==> config.mk <==
export PLATFORM = sky130hd
export DESIGN_NAME = sdram_ioctl_loader
export DESIGN_NICKNAME = d
export VERILOG_FILES = /design/src/rtl/sdram_ioctl_loader.sv
export SDC_FILE = /design/constraint.sdc
export NUM_CORES = 1
export LEC_CHECK = 0
export ABC_CLOCK_PERIOD_IN_PS = 4200
export CAP_MARGIN = 20
export CORE_AREA = 10 10 193 122
export CTS_BUF_LIST = sky130_fd_sc_hd__clkbuf_8
export DETAILED_ROUTE_END_ITERATION = 8
export DIE_AREA = 0 0 203 132
export PLACE_DENSITY_LB_ADDON = 0.15
export SLEW_MARGIN = 10
export SYNTH_ARGS = -nofsm -noshare
export SYNTH_HDL_FRONTEND = slang
export SYNTH_SLANG_ARGS = --single-unit
==> constraint.sdc <==
create_clock -name clk -period 4.2 [get_ports clk]
set_input_delay 1.26 -clock clk [delete_from_list [all_inputs] [get_ports clk]]
set_output_delay 1.26 -clock clk [all_outputs]
set_load 0.02 [all_outputs]
==> src/rtl/sdram_ioctl_loader.sv <==
// Merges the 8-bit ioctl download stream into 16-bit toggle-handshake SDRAM word writes.
// Optional macro SDRAM_LOADER_CHECKSUM_EN adds a running 16-bit checksum output of the written words.
module sdram_ioctl_loader #(
    parameter logic [22:0] BASE_WADDR = 23'h000000
) (
    input  logic        clk,
    input  logic        reset,
    input  logic        ioctl_download,
    input  logic        ioctl_wr,
    input  logic [23:0] ioctl_addr,
    input  logic [7:0]  ioctl_dout,
    output logic        ioctl_wait,
    output logic        mem_req,
    input  logic        mem_ack,
    output logic        mem_we,
    output logic [22:0] mem_a,
    output logic [1:0]  mem_ds,
    output logic [15:0] mem_d,
    output logic        done,
`ifdef SDRAM_LOADER_CHECKSUM_EN
    output logic [15:0] checksum,
`endif
    output logic        overrun
);

    typedef enum logic [1:0] {S_IDLE, S_MERGE, S_ISSUE, S_WAIT} state_t;

    state_t      r_state;
    logic [22:0] r_pwA;
    logic [15:0] r_pwD;
    logic [1:0]  r_pwM;
    logic        r_skidV;
    logic [22:0] r_skidA;
    logic        r_skidLane;
    logic [7:0]  r_skidD;
    logic        r_endFlush;
    logic        r_dlPrev;
    logic        r_memReq;
    logic        r_memWe;
    logic [22:0] r_memA;
    logic [1:0]  r_memDs;
    logic [15:0] r_memD;
    logic        r_done;
    logic        r_overrun;

    logic [22:0] w_byteWa;
    logic [1:0]  w_laneM;
    logic        w_wrEn;
    logic        w_dlRise;
    logic        w_dlFall;
    logic        w_ackNow;
    logic        w_absorb;
    logic [22:0] w_baseA;
    logic [15:0] w_baseD;
    logic [1:0]  w_baseM;
    logic        w_fits;
    logic [22:0] w_newA;
    logic [15:0] w_newD;
    logic [1:0]  w_newM;

    assign w_byteWa = ioctl_addr[23:1] + BASE_WADDR;
    assign w_laneM  = ioctl_addr[0] ? 2'b10 : 2'b01;
    assign w_wrEn   = ioctl_wr & ioctl_download;
    assign w_dlRise = ioctl_download & ~r_dlPrev;
    assign w_dlFall = ~ioctl_download & r_dlPrev;
    assign w_ackNow = (r_state == S_WAIT) && (mem_ack == r_memReq);
    assign w_absorb = (r_state == S_IDLE) || (r_state == S_MERGE) || w_ackNow;

    // On the ack cycle the skid byte becomes the merge base before the incoming byte is considered.
    always_comb begin
        w_baseA = r_pwA;
        w_baseD = r_pwD;
        w_baseM = r_pwM;
        if (w_ackNow) begin
            if (r_skidV) begin
                w_baseA = r_skidA;
                w_baseD = r_skidLane ? {r_skidD, 8'h00} : {8'h00, r_skidD};
                w_baseM = r_skidLane ? 2'b10 : 2'b01;
            end else begin
                w_baseM = 2'b00;
            end
        end
        w_fits = (w_baseM == 2'b00) || ((w_baseA == w_byteWa) && ((w_baseM & w_laneM) == 2'b00));
        w_newA = (w_baseM == 2'b00) ? w_byteWa : w_baseA;
        w_newM = w_baseM | w_laneM;
        w_newD = ioctl_addr[0] ? {ioctl_dout, w_baseD[7:0]} : {w_baseD[15:8], ioctl_dout};
    end

    always_ff @(posedge clk or posedge reset) begin
        if (reset) begin
            r_state    <= S_IDLE;
            r_pwA      <= '0;
            r_pwD      <= '0;
            r_pwM      <= '0;
            r_skidV    <= 1'b0;
            r_skidA    <= '0;
            r_skidLane <= 1'b0;
            r_skidD    <= '0;
            r_endFlush <= 1'b0;
            r_dlPrev   <= 1'b0;
            r_memReq   <= 1'b0;
            r_memWe    <= 1'b0;
            r_memA     <= '0;
            r_memDs    <= '0;
            r_memD     <= '0;
            r_done     <= 1'b0;
            r_overrun  <= 1'b0;
        end else begin
            r_dlPrev <= ioctl_download;
            r_done   <= 1'b0;
            if (w_dlRise) begin
                r_overrun  <= 1'b0;
                r_endFlush <= 1'b0;
            end else if (w_dlFall) begin
                r_endFlush <= 1'b1;
            end

            if (w_absorb) begin
                if (w_ackNow) begin
                    r_memWe <= 1'b0;
                end
                if (w_wrEn && w_fits) begin
                    r_pwA   <= w_newA;
                    r_pwD   <= w_newD;
                    r_pwM   <= w_newM;
                    r_skidV <= 1'b0;
                    r_state <= (w_newM == 2'b11) ? S_ISSUE : S_MERGE;
                end else if (w_wrEn) begin
                    r_pwA      <= w_baseA;
                    r_pwD      <= w_baseD;
                    r_pwM      <= w_baseM;
                    r_skidV    <= 1'b1;
                    r_skidA    <= w_byteWa;
                    r_skidLane <= ioctl_addr[0];
                    r_skidD    <= ioctl_dout;
                    r_state    <= S_ISSUE;
                end else begin
                    r_pwA   <= w_baseA;
                    r_pwD   <= w_baseD;
                    r_pwM   <= w_baseM;
                    r_skidV <= 1'b0;
                    if (w_baseM == 2'b00) begin
                        r_state <= S_IDLE;
                        if (((r_state == S_IDLE) && w_dlFall) || (w_ackNow && (r_endFlush || w_dlFall))) begin
                            r_done     <= 1'b1;
                            r_endFlush <= 1'b0;
                        end
                    end else if ((r_state == S_MERGE) && !ioctl_download) begin
                        r_endFlush <= 1'b1;
                        r_state    <= S_ISSUE;
                    end else begin
                        r_state <= S_MERGE;
                    end
                end
            end else begin
                if (r_state == S_ISSUE) begin
                    r_memA   <= r_pwA;
                    r_memD   <= r_pwD;
                    r_memDs  <= r_pwM;
                    r_memWe  <= 1'b1;
                    r_memReq <= ~r_memReq;
                    r_state  <= S_WAIT;
                end
                // While a request is in flight the skid holds one byte; anything beyond is dropped.
                if (w_wrEn) begin
                    if (r_skidV) begin
                        r_overrun <= 1'b1;
                    end else begin
                        r_skidV    <= 1'b1;
                        r_skidA    <= w_byteWa;
                        r_skidLane <= ioctl_addr[0];
                        r_skidD    <= ioctl_dout;
                    end
                end
            end
        end
    end

`ifdef SDRAM_LOADER_CHECKSUM_EN
    logic [15:0] r_checksum;

    always_ff @(posedge clk or posedge reset) begin
        if (reset) begin
            r_checksum <= '0;
        end else if (w_dlRise) begin
            r_checksum <= '0;
        end else if (w_ackNow) begin
            r_checksum <= r_checksum + (r_memD & {{8{r_memDs[1]}}, {8{r_memDs[0]}}});
        end
    end

    assign checksum = r_checksum;
`endif

    assign ioctl_wait = ((r_state == S_ISSUE) || (r_state == S_WAIT)) && (r_skidV || (r_pwM == 2'b11));
    assign mem_req    = r_memReq;
    assign mem_we     = r_memWe;
    assign mem_a      = r_memA;
    assign mem_ds     = r_memDs;
    assign mem_d      = r_memD;
    assign done       = r_done;
    assign overrun    = r_overrun;

endmodule

# Word level (Yosys, flattened, before mapping)
# Cells that the tools add are included.
classes:
  eq_ne: 10
  muxes: 60
  bitwise: 9
  n_reduce_logical: 24
op_table:
  columns: ["cell", "n"]
  rows:
  - ["23-bit two-way mux", 9]
  - ["16-bit two-way mux", 5]
  - ["8-bit two-way mux", 5]
  - ["1-bit two-way mux", 29]
  - ["2-bit two-way mux", 12]
  - ["23-bit == test", 1]
  - ["2-bit == test (second input constant)", 4]
  - ["1-bit logical AND", 7]
  - ["1-bit logical OR", 7]
  - ["2-bit logical NOT", 3]
  - ["2-bit nonzero test", 3]
  - ["2-bit != test (second input constant)", 2]
  - ["1-bit inverter", 4]
  - ["2-bit AND reduction", 2]
  - ["4-bit AND reduction", 1]
  - ["1-bit AND", 3]
  - ["2-bit AND", 1]
  - ["2-bit by 1-bit == test with 1-bit output (second input constant)", 1]
  - ["2-bit by 1-bit != test with 1-bit output (second input constant)", 1]
  - ["2-bit OR", 1]
  - ["1-bit == test", 1]
  - ["1-bit logical NOT", 1]
word_totals:
  ff_bits: 123
  inputBits: 37
  output_inout_bits: 46
  word_cells: 120

# Logic depth before layout (Yosys ltp)
logic_depth:
  word_depth: 10
  ltp_mapped: 11

# Worst setup path after synthesis
# Ideal clock, no wire load.
synth_path:
  kind: "in2reg"
  startpoint: "input port ioctl_addr[0]"
  endpoint: "register r_skidA[0]"
  setup_time_ns: 0.125
  arrival_ns: 3.393
  t_required_ns: 4.075
  path_slack_ns: 0.682
  stages: 8
  path_buffers: 2
  path_cell_list: "buf_2 inv_1 mux4_2 a2111oi_4 nand2_1 a41o_2 buf_6 mux2_4"
synth_between:
  elab_chain_len: 8
  elab_cells_between_ends: 9
  cone_classes: "1 x eq/ne; 1 x mux; 1 x bitwise; 6 x reduce/logical"
synth_lines:
  columns: ["item", "line", "rtl"]
  rows:
  - ["start: declaration", "10", "input logic [23:0] ioctl_addr,"]
  - ["2-bit two-way mux *", "62", "assign w_laneM = ioctl_addr[0] ? 2'b10 : 2'b01;"]
  - ["2-bit AND *", "83", "w_fits = (w_baseM == 2'b00) || ((w_baseA == w_byteWa) && ((w_baseM & w_laneM) == 2'b00));"]
  - ["2-bit logical NOT *", "83", null]
  - ["1-bit logical AND *", "83", null]
  - ["1-bit logical OR *", "83", null]
  - ["1-bit logical AND *", "122", "if (w_wrEn && w_fits) begin"]
  - ["2-bit != test (no source line) or 2-bit nonzero test (tied branches)", null, null]
  - ["4-bit AND reduction (no source line) *", null, null]
  - ["end signal: assignment", "133", "r_skidA <= w_byteWa;"]
  - ["end signal: assignment", "170", "r_skidA <= w_byteWa;"]
  - ["end: declaration", "33", "logic [22:0] r_skidA;"]
# Every way passes the cells marked *; elsewhere a longest branch is shown, timed or not.
# A chain may end at the register's enable or synchronous reset.

# Worst setup path after layout
layout_path:
  startpoint: "input port mem_ack"
  endpoint: "register r_pwD[9]"
layout_between:
  elab_chain_len: 9
  elab_cells_between_ends: 15
  cone_classes: "2 x eq/ne; 5 x mux; 1 x bitwise; 7 x reduce/logical"
layout_lines:
  columns: ["item", "line", "rtl"]
  rows:
  - ["start: declaration", "14", "input logic mem_ack,"]
  - ["1-bit == test *", "66", "assign w_ackNow = (r_state == S_WAIT) && (mem_ack == r_memReq);"]
  - ["1-bit logical AND *", "66", null]
  - ["parallel branches: the longest is 7 deep, another holds 23-bit two-way mux", null, null]
  - ["end signal: assignment", "124", "r_pwD <= w_newD;"]
  - ["end signal: assignment", "130", "r_pwD <= w_baseD;"]
  - ["end signal: assignment", "139", "r_pwD <= w_baseD;"]
  - ["end: declaration", "30", "logic [15:0] r_pwD;"]
# Mark *: on every way between the ends.

==> impl_metrics.ini <==
[detailed_routing]
wl_met2_um = 7360
wl_per_cell_um = 19.6
drc = 0
first_iter_violations = 260
vias = 4519
wl_met1_um = 9470
dr.pass1.iters = 6
ant_nets = 0
top_layer = met4
vias_per_cell = 4.93
wirelength_um = 18000
met3_wirelength_um = 936

[synthesis]
ys_seq_elements = 123
synth-main-ff-cell = dfrtp_1
yosys.area.top_type_share_pct = 51.9
synth-edff-count = 0
yosys-top-cells-area = dfrtp_1 (52%), mux2_2 (7.0%), mux2_4 (6.8%), o22ai_1 (3.1%), o221a_1 (3.0%)
syn_area_per_cell_um2 = 11.4
yosys.area.top_type = dfrtp_1
synth.distinct_cells = 55
ys_warn_count = 0
syn_area_um2 = 5930
syn_nets = 557
yosysSeqAreaShare_pct = 51.9
synthCells = 520
synthArstFlopShare_pct = 100

[die]
rows = 40
fp.coreArea_um2 = 19900
dieArea_um2 = 26800
die_w_um = 203
start_util_pct = 29.9
io_pins = 83
die_height_um = 132

[clocking]
cts_tree = done
cts.reportedPaths.clkPinSlew_ns = 0.08
cts_buffer_depth = 2
cts_hold_buf = 0
clock_latency_ns = 0.46
cts_inserted_buffers = 17
postCtsSetupRepairBufs = 0
htree_levels = 4
cts-root-buf = clkbuf_8
cts.repair.resized = 0
clock_sinks = 123

[global_route]
grt_max_degree = 58
track_usage_pct = 13.7
grt_overflow = 0
grt_pass1_vias = 4665
grt_pass1_wl_um = 28600
antenna_found_initial = 0

[setup_path]
required_ns = 4.54
cp_max_fo = 8
critPathLaunch = mem_ack
path_depth = 9
slowest_stage = clkdlybuf4s50_1
max_stage_delay_ns = 0.59
reg2regPathDepth = 8
cp-end-kind = register
crit_chain = clkdlybuf4s50_1, xor2_1, nor2_2, a2111oi_1, a31oi_1, or4_4, o21ai_4, nand3_4, o221a_1
path_class = input pin to register
start_kind = input pin
cp-endpoint = r_pwD[9]$_DFFE_PP0N_
crit_buf_inv = 1
r2r_slack_ns = 1.13
critical_path.top_delay_family = compound AO/OA/AOI/OAI gates
critPathArrivalTime_ns = 4.18
r2r_end = r_pwD[9]$_DFFE_PP0N_
r2r_start = r_state[1]$_DFFE_PP0P_

[pwr]
powerDensity_nw_per_um2 = 823
finalPower_uw = 6340
ir_worst_vdd_uv = 248
p_leak_uw = 0.00318

[place]
postPlaceCellArea_um2 = 7260
place_hpwl_um = 13000
place_inst = 884
io_buffers = 82
place.gp.congestion = 0.888

[final_layout]
layout.cells.non_filler = 916
nFillCells = 1930
area_growth_syn_to_layout_pct = 29.9
finalNetCount = 667
antenna_cells = 0
finalInstanceArea_um2 = 7710
drive_above_1_share_pct = 22.4

[timing]
finalSetupViolCount = 0
rsz0062_at_grt = false
worstMarginPinSlew_ns = 0.572
fin_crit_sh_pct = 91.5
hold_viol = 0
slew_headroom_pct = 61.8
min_period_ns = 3.84
fmax_mhz = 260
slew_violations = 0
skew_ns = 0.0168

[run_status]
status = finished clean

[hold_path]
hp-class = register to register

[run]
drv_cap = 0
-- stage by stage --
step	setup WS, ns	hold slack [ns]	utilization [%]	TNS, ns
4_1_cts	0.418	0.492	38.8	0
2_1_floorplan	0.682	0.482	-	0
3_3_place_gp	-0.00964	0.470	36.5	-0.0636
5_1_grt	0.134	0.523	38.8	0
6_report	0.356	0.486	38.8	0
3_5_place_dp	-0.0608	0.474	36.5	-1.58
-- cells by family (layout without fill, tap and decap cells) --
kind of cell / after synthesis / after routing / synth area share [%]
compound gates: 131 / 131 / 15.6
flops: 123 / 123 / 51.9
simple gates: 114 / 114 / 9.62
mux: 71 / 71 / 15.3
buf+inv: 58 / 181 / 4.13
xor+xnor: 23 / 23 / 3.52
-- worst min-delay path, cell delays in order, from the launching register on --
cell and delay (ns):
dfrtp_1 0.35, nand2_1 0.05, o21ai_0 0.06
-- cell usage after synthesis (all sizes together) (2+ instances only) --
cell	count
a2111oi	3
a21oi	34
a221oi	2
a22oi	3
a31oi	4
and3	3
buf	8
clkbuf	17
dfrtp	123
inv	33
mux2	66
mux2i	4
nand2	35
nand2b	12
nand3	9
nor2	34
nor2b	5
nor3	6
nor4	6
o2111ai	2
o21ai	23
o221a	16
o221ai	4
o22ai	29
xnor2	12
xor2	11
-- registers in the layout (all words and copies together), names as in the netlist, 2 cells and up --
name / flops
mem_ds: 2
r_pwA: 23
mem_d: 16
r_pwM: 2
r_skidA: 23
r_skidD: 8
r_state: 2
r_pwD: 16
mem_a: 23
-- power by group --
group | switching [uW] | internal (uW) | leakage (uW)
sequential | 528 | 1770 | 0.00142
clock | 545 | 659 | 0.000219
combinational | 1390 | 1440 | 0.00154
total | 2460 | 3880 | 0.00318
-- cell usage in the layout (no fill, tap or decap), drive strengths merged, types with 5 or more instances in the layout --
cell	n
xor2	11
o22ai	29
dfrtp	123
inv	37
mux2	66
nor2	34
clkbuf	17
xnor2	12
nor3	6
nor2b	5
nand2b	12
nand3	9
clkdlybuf4s50	82
a21oi	34
buf	34
nand2	35
o21ai	23
nor4	6
o221a	16
-- how the worst min path moves through the flow --
stage,startpoint,end,slack (ns),depth (start not counted)
6_report,mem_a[15]$_DFFE_PP0P_,mem_a[15]$_DFFE_PP0P_,0.49,2
4_1_cts,mem_a[15]$_DFFE_PP0P_,mem_a[15]$_DFFE_PP0P_,0.49,2
3_3_place_gp,mem_a[1]$_DFFE_PP0P_,mem_a[1]$_DFFE_PP0P_,0.47,2
3_5_place_dp,mem_a[15]$_DFFE_PP0P_,mem_a[15]$_DFFE_PP0P_,0.47,2
2_1_floorplan,r_pwD[0]$_DFFE_PP0N_,mem_d[0]$_DFFE_PP0P_,0.48,1
5_1_grt,mem_a[21]$_DFFE_PP0P_,mem_a[21]$_DFFE_PP0P_,0.52,2
-- layout make-up --
type                    instances  area [um2]  area share, %
clock buffers                  17         234           3.04
clock inverters                15         213           2.76
inverters                      33         128           1.66
multi-input cells             339        2610           33.9
flip-flops and latches        123        3080           39.9
well taps                     273         342           4.43
repair buffers                116        1100           14.3
-- per-layer routing --
metal / global-route usage [%] / up-vias
met5: 0 / -
met4: 3.84 / 0
met3: 4.30 / 17
met2: 18.5 / 102
met1: 20.1 / 2296
li1: - / 2104
(Power assumes the default switching activity.)
